**src/rtl/RV32i_pkg.sv**
```systemverilog
// Shared RV32I fetch-side types and constants used by the instruction fetch buffer.
package RV32i_pkg;

  typedef enum logic [1:0] {
    FETCH_IDLE,
    FETCH_REQ,
    FETCH_WAIT
  } fetch_state_e;

  localparam logic [31:0] RV32I_NOP = 32'h0000_0013;

  // Word tag of the next sequential instruction; wraps modulo 2^32 bytes.
  function automatic logic [29:0] next_word_tag(input logic [29:0] tag);
    return tag + 30'd1;
  endfunction

endpackage

```
**src/rtl/fetch_entry.sv**
```systemverilog
// One fetch-buffer entry: valid/tag/data storage with a demand comparator and a
// second comparator used to ask whether the next sequential word is already held.
module fetch_entry (
  input  logic        clk_i,
  input  logic        reset_i,
  input  logic        clear_i,
  input  logic        wr_i,
  input  logic [29:0] wr_tag_i,
  input  logic [31:0] wr_data_i,
  input  logic [29:0] lookup_tag_i,
  input  logic [29:0] probe_tag_i,
  output logic        hit_o,
  output logic        probe_hit_o,
  output logic [31:0] data_o
);

  logic        valid_q, valid_d;
  logic [29:0] tag_q, tag_d;
  logic [31:0] data_q, data_d;

  // A clear in the same cycle as a write wins, so a flushed entry never revives.
  always_comb begin
    valid_d = valid_q;
    tag_d   = tag_q;
    data_d  = data_q;
    if (clear_i) begin
      valid_d = 1'b0;
    end else if (wr_i) begin
      valid_d = 1'b1;
      tag_d   = wr_tag_i;
      data_d  = wr_data_i;
    end
  end

  always_ff @(posedge clk_i) begin
    if (reset_i) begin
      valid_q <= 1'b0;
      tag_q   <= '0;
      data_q  <= '0;
    end else begin
      valid_q <= valid_d;
      tag_q   <= tag_d;
      data_q  <= data_d;
    end
  end

  assign hit_o       = valid_q && (tag_q == lookup_tag_i);
  assign probe_hit_o = valid_q && (tag_q == probe_tag_i);
  assign data_o      = data_q;

endmodule

```
**src/rtl/imem_fetch_buffer.sv**
```systemverilog
// Two-entry instruction fetch buffer with next-line prefetch, sitting between the
// datapath instruction port and a req/gnt/rvalid instruction memory.
module imem_fetch_buffer
  import RV32i_pkg::*;
#(
  parameter bit          PREFETCH_EN = 1'b1,
  parameter logic [31:0] NOP_INSN    = RV32I_NOP
) (
  input  logic        clk_i,
  input  logic        reset_i,
  input  logic        flush_i,
  input  logic [31:0] imem_add_i,
  output logic [31:0] imem_data_o,
  output logic        imem_valid_o,
  output logic        mem_req_o,
  output logic [31:0] mem_add_o,
  input  logic        mem_gnt_i,
  input  logic        mem_rvalid_i,
  input  logic [31:0] mem_rdata_i
);

  fetch_state_e state_q, state_d;
  logic         mru_q, mru_d;
  logic         drop_q, drop_d;
  logic         target_q, target_d;
  logic         mem_req_q, mem_req_d;
  logic [31:0]  mem_add_q, mem_add_d;

  logic [29:0]  lookup_tag, probe_tag;
  logic         hit_e0, hit_e1, probe_e0, probe_e1;
  logic [31:0]  data_e0, data_e1;
  logic         hit_any, hit_idx, fill_en;
  logic         unused_addr_bits;

  assign lookup_tag       = imem_add_i[31:2];
  assign probe_tag        = next_word_tag(lookup_tag);
  assign unused_addr_bits = ^imem_add_i[1:0];

  // Data returning for a flushed transaction, or arriving during a flush, is discarded.
  assign fill_en = (state_q == FETCH_WAIT) && mem_rvalid_i && !drop_q && !flush_i;

  fetch_entry u_entry0 (
    .clk_i        (clk_i),
    .reset_i      (reset_i),
    .clear_i      (flush_i),
    .wr_i         (fill_en && !target_q),
    .wr_tag_i     (mem_add_q[31:2]),
    .wr_data_i    (mem_rdata_i),
    .lookup_tag_i (lookup_tag),
    .probe_tag_i  (probe_tag),
    .hit_o        (hit_e0),
    .probe_hit_o  (probe_e0),
    .data_o       (data_e0)
  );

  fetch_entry u_entry1 (
    .clk_i        (clk_i),
    .reset_i      (reset_i),
    .clear_i      (flush_i),
    .wr_i         (fill_en && target_q),
    .wr_tag_i     (mem_add_q[31:2]),
    .wr_data_i    (mem_rdata_i),
    .lookup_tag_i (lookup_tag),
    .probe_tag_i  (probe_tag),
    .hit_o        (hit_e1),
    .probe_hit_o  (probe_e1),
    .data_o       (data_e1)
  );

  assign hit_any      = hit_e0 || hit_e1;
  assign hit_idx      = hit_e1;
  assign imem_valid_o = hit_any && !flush_i;
  assign imem_data_o  = !imem_valid_o ? NOP_INSN : (hit_e0 ? data_e0 : data_e1);

  always_comb begin
    state_d   = state_q;
    mru_d     = mru_q;
    drop_d    = drop_q;
    target_d  = target_q;
    mem_req_d = mem_req_q;
    mem_add_d = mem_add_q;

    unique case (state_q)
      FETCH_IDLE: begin
        drop_d = 1'b0;
        if (!flush_i) begin
          if (!hit_any) begin
            state_d   = FETCH_REQ;
            mem_req_d = 1'b1;
            mem_add_d = {lookup_tag, 2'b00};
            target_d  = !mru_q;
          end else if (PREFETCH_EN && !(probe_e0 || probe_e1)) begin
            state_d   = FETCH_REQ;
            mem_req_d = 1'b1;
            mem_add_d = {probe_tag, 2'b00};
            target_d  = !hit_idx;
          end
        end
      end
      FETCH_REQ: begin
        if (flush_i) drop_d = 1'b1;
        if (mem_gnt_i) begin
          state_d   = FETCH_WAIT;
          mem_req_d = 1'b0;
        end
      end
      FETCH_WAIT: begin
        if (flush_i) drop_d = 1'b1;
        if (mem_rvalid_i) begin
          state_d = FETCH_IDLE;
          drop_d  = 1'b0;
        end
      end
      default: begin
        state_d   = FETCH_IDLE;
        mem_req_d = 1'b0;
        drop_d    = 1'b0;
      end
    endcase

    // A fill is the most recent touch of its entry; otherwise track the entry being hit.
    if (fill_en) begin
      mru_d = target_q;
    end else if (imem_valid_o) begin
      mru_d = hit_idx;
    end
  end

  always_ff @(posedge clk_i) begin
    if (reset_i) begin
      state_q   <= FETCH_IDLE;
      mru_q     <= 1'b0;
      drop_q    <= 1'b0;
      target_q  <= 1'b0;
      mem_req_q <= 1'b0;
      mem_add_q <= '0;
    end else begin
      state_q   <= state_d;
      mru_q     <= mru_d;
      drop_q    <= drop_d;
      target_q  <= target_d;
      mem_req_q <= mem_req_d;
      mem_add_q <= mem_add_d;
    end
  end

  assign mem_req_o = mem_req_q;
  assign mem_add_o = mem_add_q;

endmodule

```
**config.mk**
```make
export PLATFORM = sky130hd
export DESIGN_NAME = imem_fetch_buffer
export DESIGN_NICKNAME = d
export VERILOG_FILES = /design/src/rtl/RV32i_pkg.sv /design/src/rtl/fetch_entry.sv /design/src/rtl/imem_fetch_buffer.sv
export SDC_FILE = /design/constraint.sdc
export NUM_CORES = 1
export LEC_CHECK = 0
export CORE_UTILIZATION = 65
export DETAILED_ROUTE_END_ITERATION = 6
export DONT_BUFFER_PORTS = 1
export GPL_TIMING_DRIVEN = 0
export PLACE_DENSITY = 0.82
export SLEW_MARGIN = 10
export SYNTH_ARGS = -nofsm -noshare
export SYNTH_HDL_FRONTEND = slang
export SYNTH_SLANG_ARGS = --single-unit
```
**constraint.sdc**
```tcl
create_clock -name clk_i -period 7.6 [get_ports clk_i]
set_input_delay 0.76 -clock clk_i [delete_from_list [all_inputs] [get_ports clk_i]]
set_output_delay 0.76 -clock clk_i [all_outputs]
set_load 0.01 [all_outputs]
```
==> results of run 1 <==
[final timing paths]
check                 startpoint                  end  slack [ps]  cells past startpoint
min reg2reg  u_entry1.data_o[14]  u_entry1.data_o[14]         460                      2
max reg2reg   u_entry0.tag_q[13]        mem_add_o[21]        3500                     10
max                imem_add_i[9]       imem_data_o[4]        2750                     11
min              mem_rdata_i[29]  u_entry0.data_o[29]         450                      2
[cells by family after synthesis]
| kind of cell | share of synthesized area (%) |
|---|---|
| compound gates | 17.03 |
| xor+xnor | 11.38 |
| fa+ha+maj | 0.5288 |
| buf+inv | 5.089 |
| flops | 34.26 |
| mux | 3.926 |
| other cells | 0.03962 |
| simple gates | 27.75 |
[metrics by stage]
step	total power, W	instance area [um2]	utilization (%)	worst slack [ps]	hold WS (ps)
5_1_grt	0.002149	10300	73.38	2626	439.1
6_report	0.002094	10300	73.38	2750	445.6
2_1_floorplan	0.001149	9469	-	3700	435.7
3_3_place_gp	0.001228	9694	69.04	2831	441.1
3_5_place_dp	0.001236	9708	69.13	2839	446.0
4_1_cts	0.002081	10300	73.38	2850	447.6
[layout by cell type (no fill, tap or decap), types with 10 or more instances in the layout]
master / count
a211oi_1: 26
a211oi_2: 10
a21oi_1: 167
and4_1: 11
buf_2: 19
clkbuf_1: 71
clkbuf_16: 17
dfxtp_1: 162
inv_1: 13
mux2i_1: 36
nand2_1: 298
nand3_1: 28
nand4_1: 42
nor2_1: 71
nor3_1: 20
nor4_1: 20
o21ai_0: 16
xnor2_1: 88
xor2_1: 35
[metal layers]
| metal | up-vias | track usage (%) | share of wire [%] |
|---|---|---|---|
| li1 | 4413 | - | - |
| met1 | 4512 | 49.18 | 39 |
| met2 | 569 | 67.70 | 46 |
| met3 | 110 | 10.27 | 10 |
| met4 | 0 | 21.57 | 4.8 |
| met5 | - | 0 | 0 |
[where the power goes]
| part | total [W] | internal, W | switching, W | leakage (nW) |
|---|---|---|---|---|
| Clock | 0.000868 | 0.000451 | 0.000417 | 0.290 |
| Sequential | 0.000935 | 0.000884 | 0.0000507 | 1.31 |
| Combinational | 0.000292 | 0.0000972 | 0.000195 | 1.78 |
| Total | 0.00209 | 0.00143 | 0.000662 | 3.38 |
[state kept, by name, summed over array words and instances (netlist names)]
register / count
drop_q: 1
state_q: 2
u_entry1.tag_q: 30
target_q: 1
u_entry1.valid_q: 1
mem_req_o: 1
mem_add_o: 30
u_entry0.valid_q: 1
mru_q: 1
u_entry1.data_o: 32
u_entry0.tag_q: 30
u_entry0.data_o: 32
[worst max-delay path, delay by kind of cell]
kind                      cells  cell delay, ps
buffers and inverters         4            1060
xor gates and xnor gates      1             490
and+or+nand+nor               6            1760
[area by class of cell]
cell class                      instances  area, um2  area share, %
Multi-Input combinational cell        986       5751          55.81
Sequential cell                       162       3243          31.48
Clock buffer                           18      439.2          4.262
Buffer                                100      432.9          4.202
Tap cell                              180      225.2          2.186
Clock inverter                         14      156.4          1.518
Inverter                               13      48.80         0.4736
Timing Repair Buffer                    1      7.507        0.07286
==> flow_metrics.tcl, run 1 <==
set metrics [dict create \
    row_count 43 \
    wl_per_cell_um 21.09 \
    cts_buffers 17 \
    finalHoldViolCount 0 \
    crit_path_end_kind "output port" \
    ant_nets 0 \
    yosysMostFrequentCell "nand2_1" \
    synth_area_leaders "dfxtp_1 (34%), nand2_1 (12%), a21oi_1 (8.8%)" \
    violations "design-rule violations" \
    min_path_type "in2reg" \
    grt_pass1_vias 8734 \
    areaGrowthSynthToFinish_pct 8.856 \
    max_slew_margin_pct 13.51 \
    wl_um 31090 \
    cts_sinks 162 \
    dr.pass1.iters 7 \
    overflow 0 \
    die_h_um 122.7 \
    slowest_stage "or4_1" \
    nFillCells 1168 \
    post-cts-setup-buffers 0 \
    p_leak_nw 3.383 \
    clock_path_buffers 2 \
    setup_viol 0 \
    start_util_pct 67.41 \
    post-dp-hpwl_um 23370 \
    cts-hold-fix-buffers 0 \
    synth_top_area_cell "dfxtp_1" \
    ys_top_cells_by_count "nand2_1 (298), a21oi_1 (167), dfxtp_1 (162), xnor2_1 (88)" \
    clock_skew_ps 16.04 \
    period_minus_slack_ps 4850 \
    critPathRequiredTime_ps 6840 \
    dr.first_iter.drc_count 874 \
    synth_edf_count 0 \
    yosys_register_bits 162 \
    dp.cells 1442 \
    drc 3 \
    antenna_found_initial 0 \
    grt_max_degree 19 \
    synth_async_sr_flop_share_pct 0 \
    antenna_cells 0 \
    status "finished with violations" \
    viasPerCell 6.516 \
    grt_pass1_wl_um 46610 \
    cp-start-kind "input pin" \
    synth_cells 1260 \
    drive_gt1_share_pct 6.723 \
    yosysSeqAreaShare_pct 34.26 \
    cts.reportedPaths.clkPinSlew_ps 70 \
    fin_nets 1354 \
    maxCapViolCount 0 \
    ctsResizeCount 0 \
    synth-main-ff-cell "dfxtp_1" \
    fmax_ghz 0.2062 \
    syn_area_mm2 0.009465 \
    place.gp.congestion 1.085 \
    die_area_mm2 0.01505 \
    finalCritPeriodShare_pct 63.81 \
    rsz0062_at_grt "no" \
    slew_violations 0 \
    slowest_delay_ps 560 \
    cp.arrival_ps 4090 \
    io_buffers 0 \
    critPathKind "in2out" \
    cts_root_buf "clkbuf_16" \
    cts_tree "yes" \
    core_mm2 0.01404 \
    synth.top_cell.area_share_pct 34.26 \
    grt_use_total_pct 41.10 \
    fin_cells 1474 \
    ys.warnings.count 0 \
    worstPathCellList "buf_2 > xnor2_1 > nand4_1 > or4_1 > or4_1 > nand2_1 > buf_2 > nand2b_1 > clkbuf_1 > inv_1 > nand2_1" \
    critPathMaxFanout 10 \
    ir_worst_vdd_uv 215.3 \
    dr_total_vias 9604 \
    tightest_slew_ps 1286 \
    io_pins 135 \
    setup_tns_ps 0 \
    power.density_mw_per_mm2 203.3 \
    synth_cell_types 68 \
    fp.dieW_um 122.7 \
    syn_area_per_cell_um2 7.512 \
    cts_max_level 4 \
    clk_latency_ps 450 \
]
No activity file was read; power rests on OpenSTA's default activity.
==> inputs of run 2 (changes only) <==
Settings changed: CORE_UTILIZATION 65 to 58, PLACE_DENSITY 0.82 to 0.77.
Clock period 7.6 ns to 3.9 ns, I/O delays scaled along.
==> run 2 against run 1 <==
Compared with the run above:
- die area up 12%
- global-route usage down 2.7 points
- the run now ends clean
- sequential cell count unchanged
==> flow_metrics.tcl, run 2 (synthesis gave the netlist of run 1 again) <==
set metrics [dict create \
    period_minus_slack_ps 3777 \
    fp.dieW_um 129.7 \
    io_pins 135 \
    dr.first_iter.drc_count 977 \
    cts_tree "yes" \
    cp.arrival_ps 3390 \
    cts.reportedPaths.clkPinSlew_ps 80 \
    setup_tns_ps 0 \
    worst_hold_startpoint "mem_rdata_i[29]" \
    slew_violations 0 \
    cts_max_level 4 \
    place.gp.congestion 0.9834 \
    final_cell_mix "nand2_1 (297), a21oi_1 (167), dfxtp_1 (160)" \
    die_area_mm2 0.01683 \
    antenna_cells 0 \
    overflow 0 \
    cts_root_buf "clkbuf_16" \
    row_count 46 \
    stdcell_area_mm2 0.01056 \
    ant_nets 0 \
    wl_per_cell_um 21.43 \
    reg2reg_to "mem_add_o[10]" \
    maxCapViolCount 0 \
    tightest_slew_ps 896.5 \
    grt_pass1_vias 8623 \
    nFillCells 1416 \
    crit_buf_inv 3 \
    areaGrowthSynthToFinish_pct 11.53 \
    clock_skew_ps 17.76 \
    grt_pass1_wl_um 48450 \
    p_leak_nw 3.479 \
    slowest_delay_ps 560 \
    post_dp_cell_area_mm2 0.009753 \
    io_buffers 0 \
    wl_um 32380 \
    finalCritPeriodShare_pct 96.84 \
    hold_ws_ps 79.05 \
    r2r_start "u_entry0.tag_q[13]" \
    grt_max_degree 17 \
    setup_viol 0 \
    final_common_cell "nand2_1" \
    finalHoldViolCount 0 \
    drc 0 \
    crit_path_end_kind "output port" \
    core_mm2 0.01589 \
    fin_nets 1356 \
    min_path_type "in2reg" \
    cts-hold-fix-buffers 0 \
    slowest_stage "or4_1" \
    fmax_ghz 0.2648 \
    rr_worst_depth 10 \
    cp-start-kind "register" \
    power.density_mw_per_mm2 398.0 \
    status "finished clean" \
    clock_path_buffers 2 \
    die_h_um 129.7 \
    whs_path_depth 2 \
    reg2reg_setup_slack_ps 150 \
    cts_buffers 17 \
    grt_use_total_pct 38.43 \
    max_slew_margin_pct 40.23 \
    cts_sinks 162 \
    antenna_found_initial 0 \
    min_to "u_entry1.data_o[29]" \
    post-dp-hpwl_um 24160 \
    viasPerCell 6.264 \
    ir_worst_vdd_uv 492.7 \
    clk_latency_ps 450 \
    critPathKind "reg2out" \
    dr.pass1.iters 5 \
    rsz0062_at_grt "no" \
    critPathRequiredTime_ps 3510 \
    worstPathCellList "xnor2_2 > nand4_1 > or4_1 > or4_4 > nand2_2 > buf_4 > nand2b_1 > clkbuf_2 > inv_2 > nand2_1" \
    drive_gt1_share_pct 9.421 \
    critical-path-top-delay-family "simple AND/OR/NAND/NOR gates" \
    start_util_pct 59.59 \
    critPathMaxFanout 10 \
    dr_total_vias 9465 \
]
run 2: cell types whose count changed in the layout (fill, tap and decap cells not counted), sizes merged:
cell      previous run  this run
buf                 30        32
clkinvlp             1         0
clkinv               3         5
bufinv               0         3
clkbuf              89        88
inv                 23        19
run 2: per-layer routing:
metal,part of all wire [%],wire [um],GRT usage (%)
met3,9.5,3073,8.979
met5,0,0,0
met1,40,12870,48.54
met4,4.7,1532,18.67
met2,46,14900,61.84
run 2: where the power goes:
part | total, W | switching [W] | internal, W
Sequential | 0.00182 | 0.0000983 | 0.00172
Combinational | 0.000579 | 0.000385 | 0.000194
Clock | 0.00180 | 0.000772 | 0.00103
Total | 0.00420 | 0.00126 | 0.00295
run 2: final cells by class:
type	instances	area, um2	area share [%]
flip-flops and latches	162	3246	30.75
inverters	13	48.80	0.4622
clock buffers	17	425.4	4.030
plain buffers	99	437.9	4.148
multi-input cells	986	5903	55.92
well taps	216	270.3	2.560
clock inverters	14	195.2	1.849
repair buffers	4	30.03	0.2845
run 2: stage by stage:
stage | cells | total power (W) | worst slack, ps | util (%)
detailed placement | 1478 | 0.002409 | -652.3 | 61.40
floorplan | 1261 | 0.002239 | 740.1 | -
CTS | 1508 | 0.004187 | -6.924 | 65.71
finish | 1511 | 0.004201 | 123.2 | 66.45
global placement | 1477 | 0.002404 | -697.8 | 61.31
global route | 1511 | 0.004320 | 4.553 | 66.45
run 2: worst max path at each step:
stage | cells past startpoint | slack [ps] | start | end
2_1_floorplan | 11 | 740 | imem_add_i[9] | imem_data_o[0]
3_3_place_gp | 11 | -700 | imem_add_i[13] | mem_add_o[21]
3_5_place_dp | 11 | -650 | imem_add_i[13] | mem_add_o[17]
4_1_cts | 9 | -7 | u_entry1.tag_q[21] | imem_data_o[21]
5_1_grt | 10 | 5 | u_entry0.tag_q[12] | mem_req_o
6_report | 10 | 120 | u_entry1.tag_q[18] | imem_data_o[1]
run 2: what timing repair did:
item,CTS,global route
gates resized for setup,12,28
setup endpoints to repair,63,63
buffers inserted,0,3
gates cloned,0,0
pin swaps,0,2
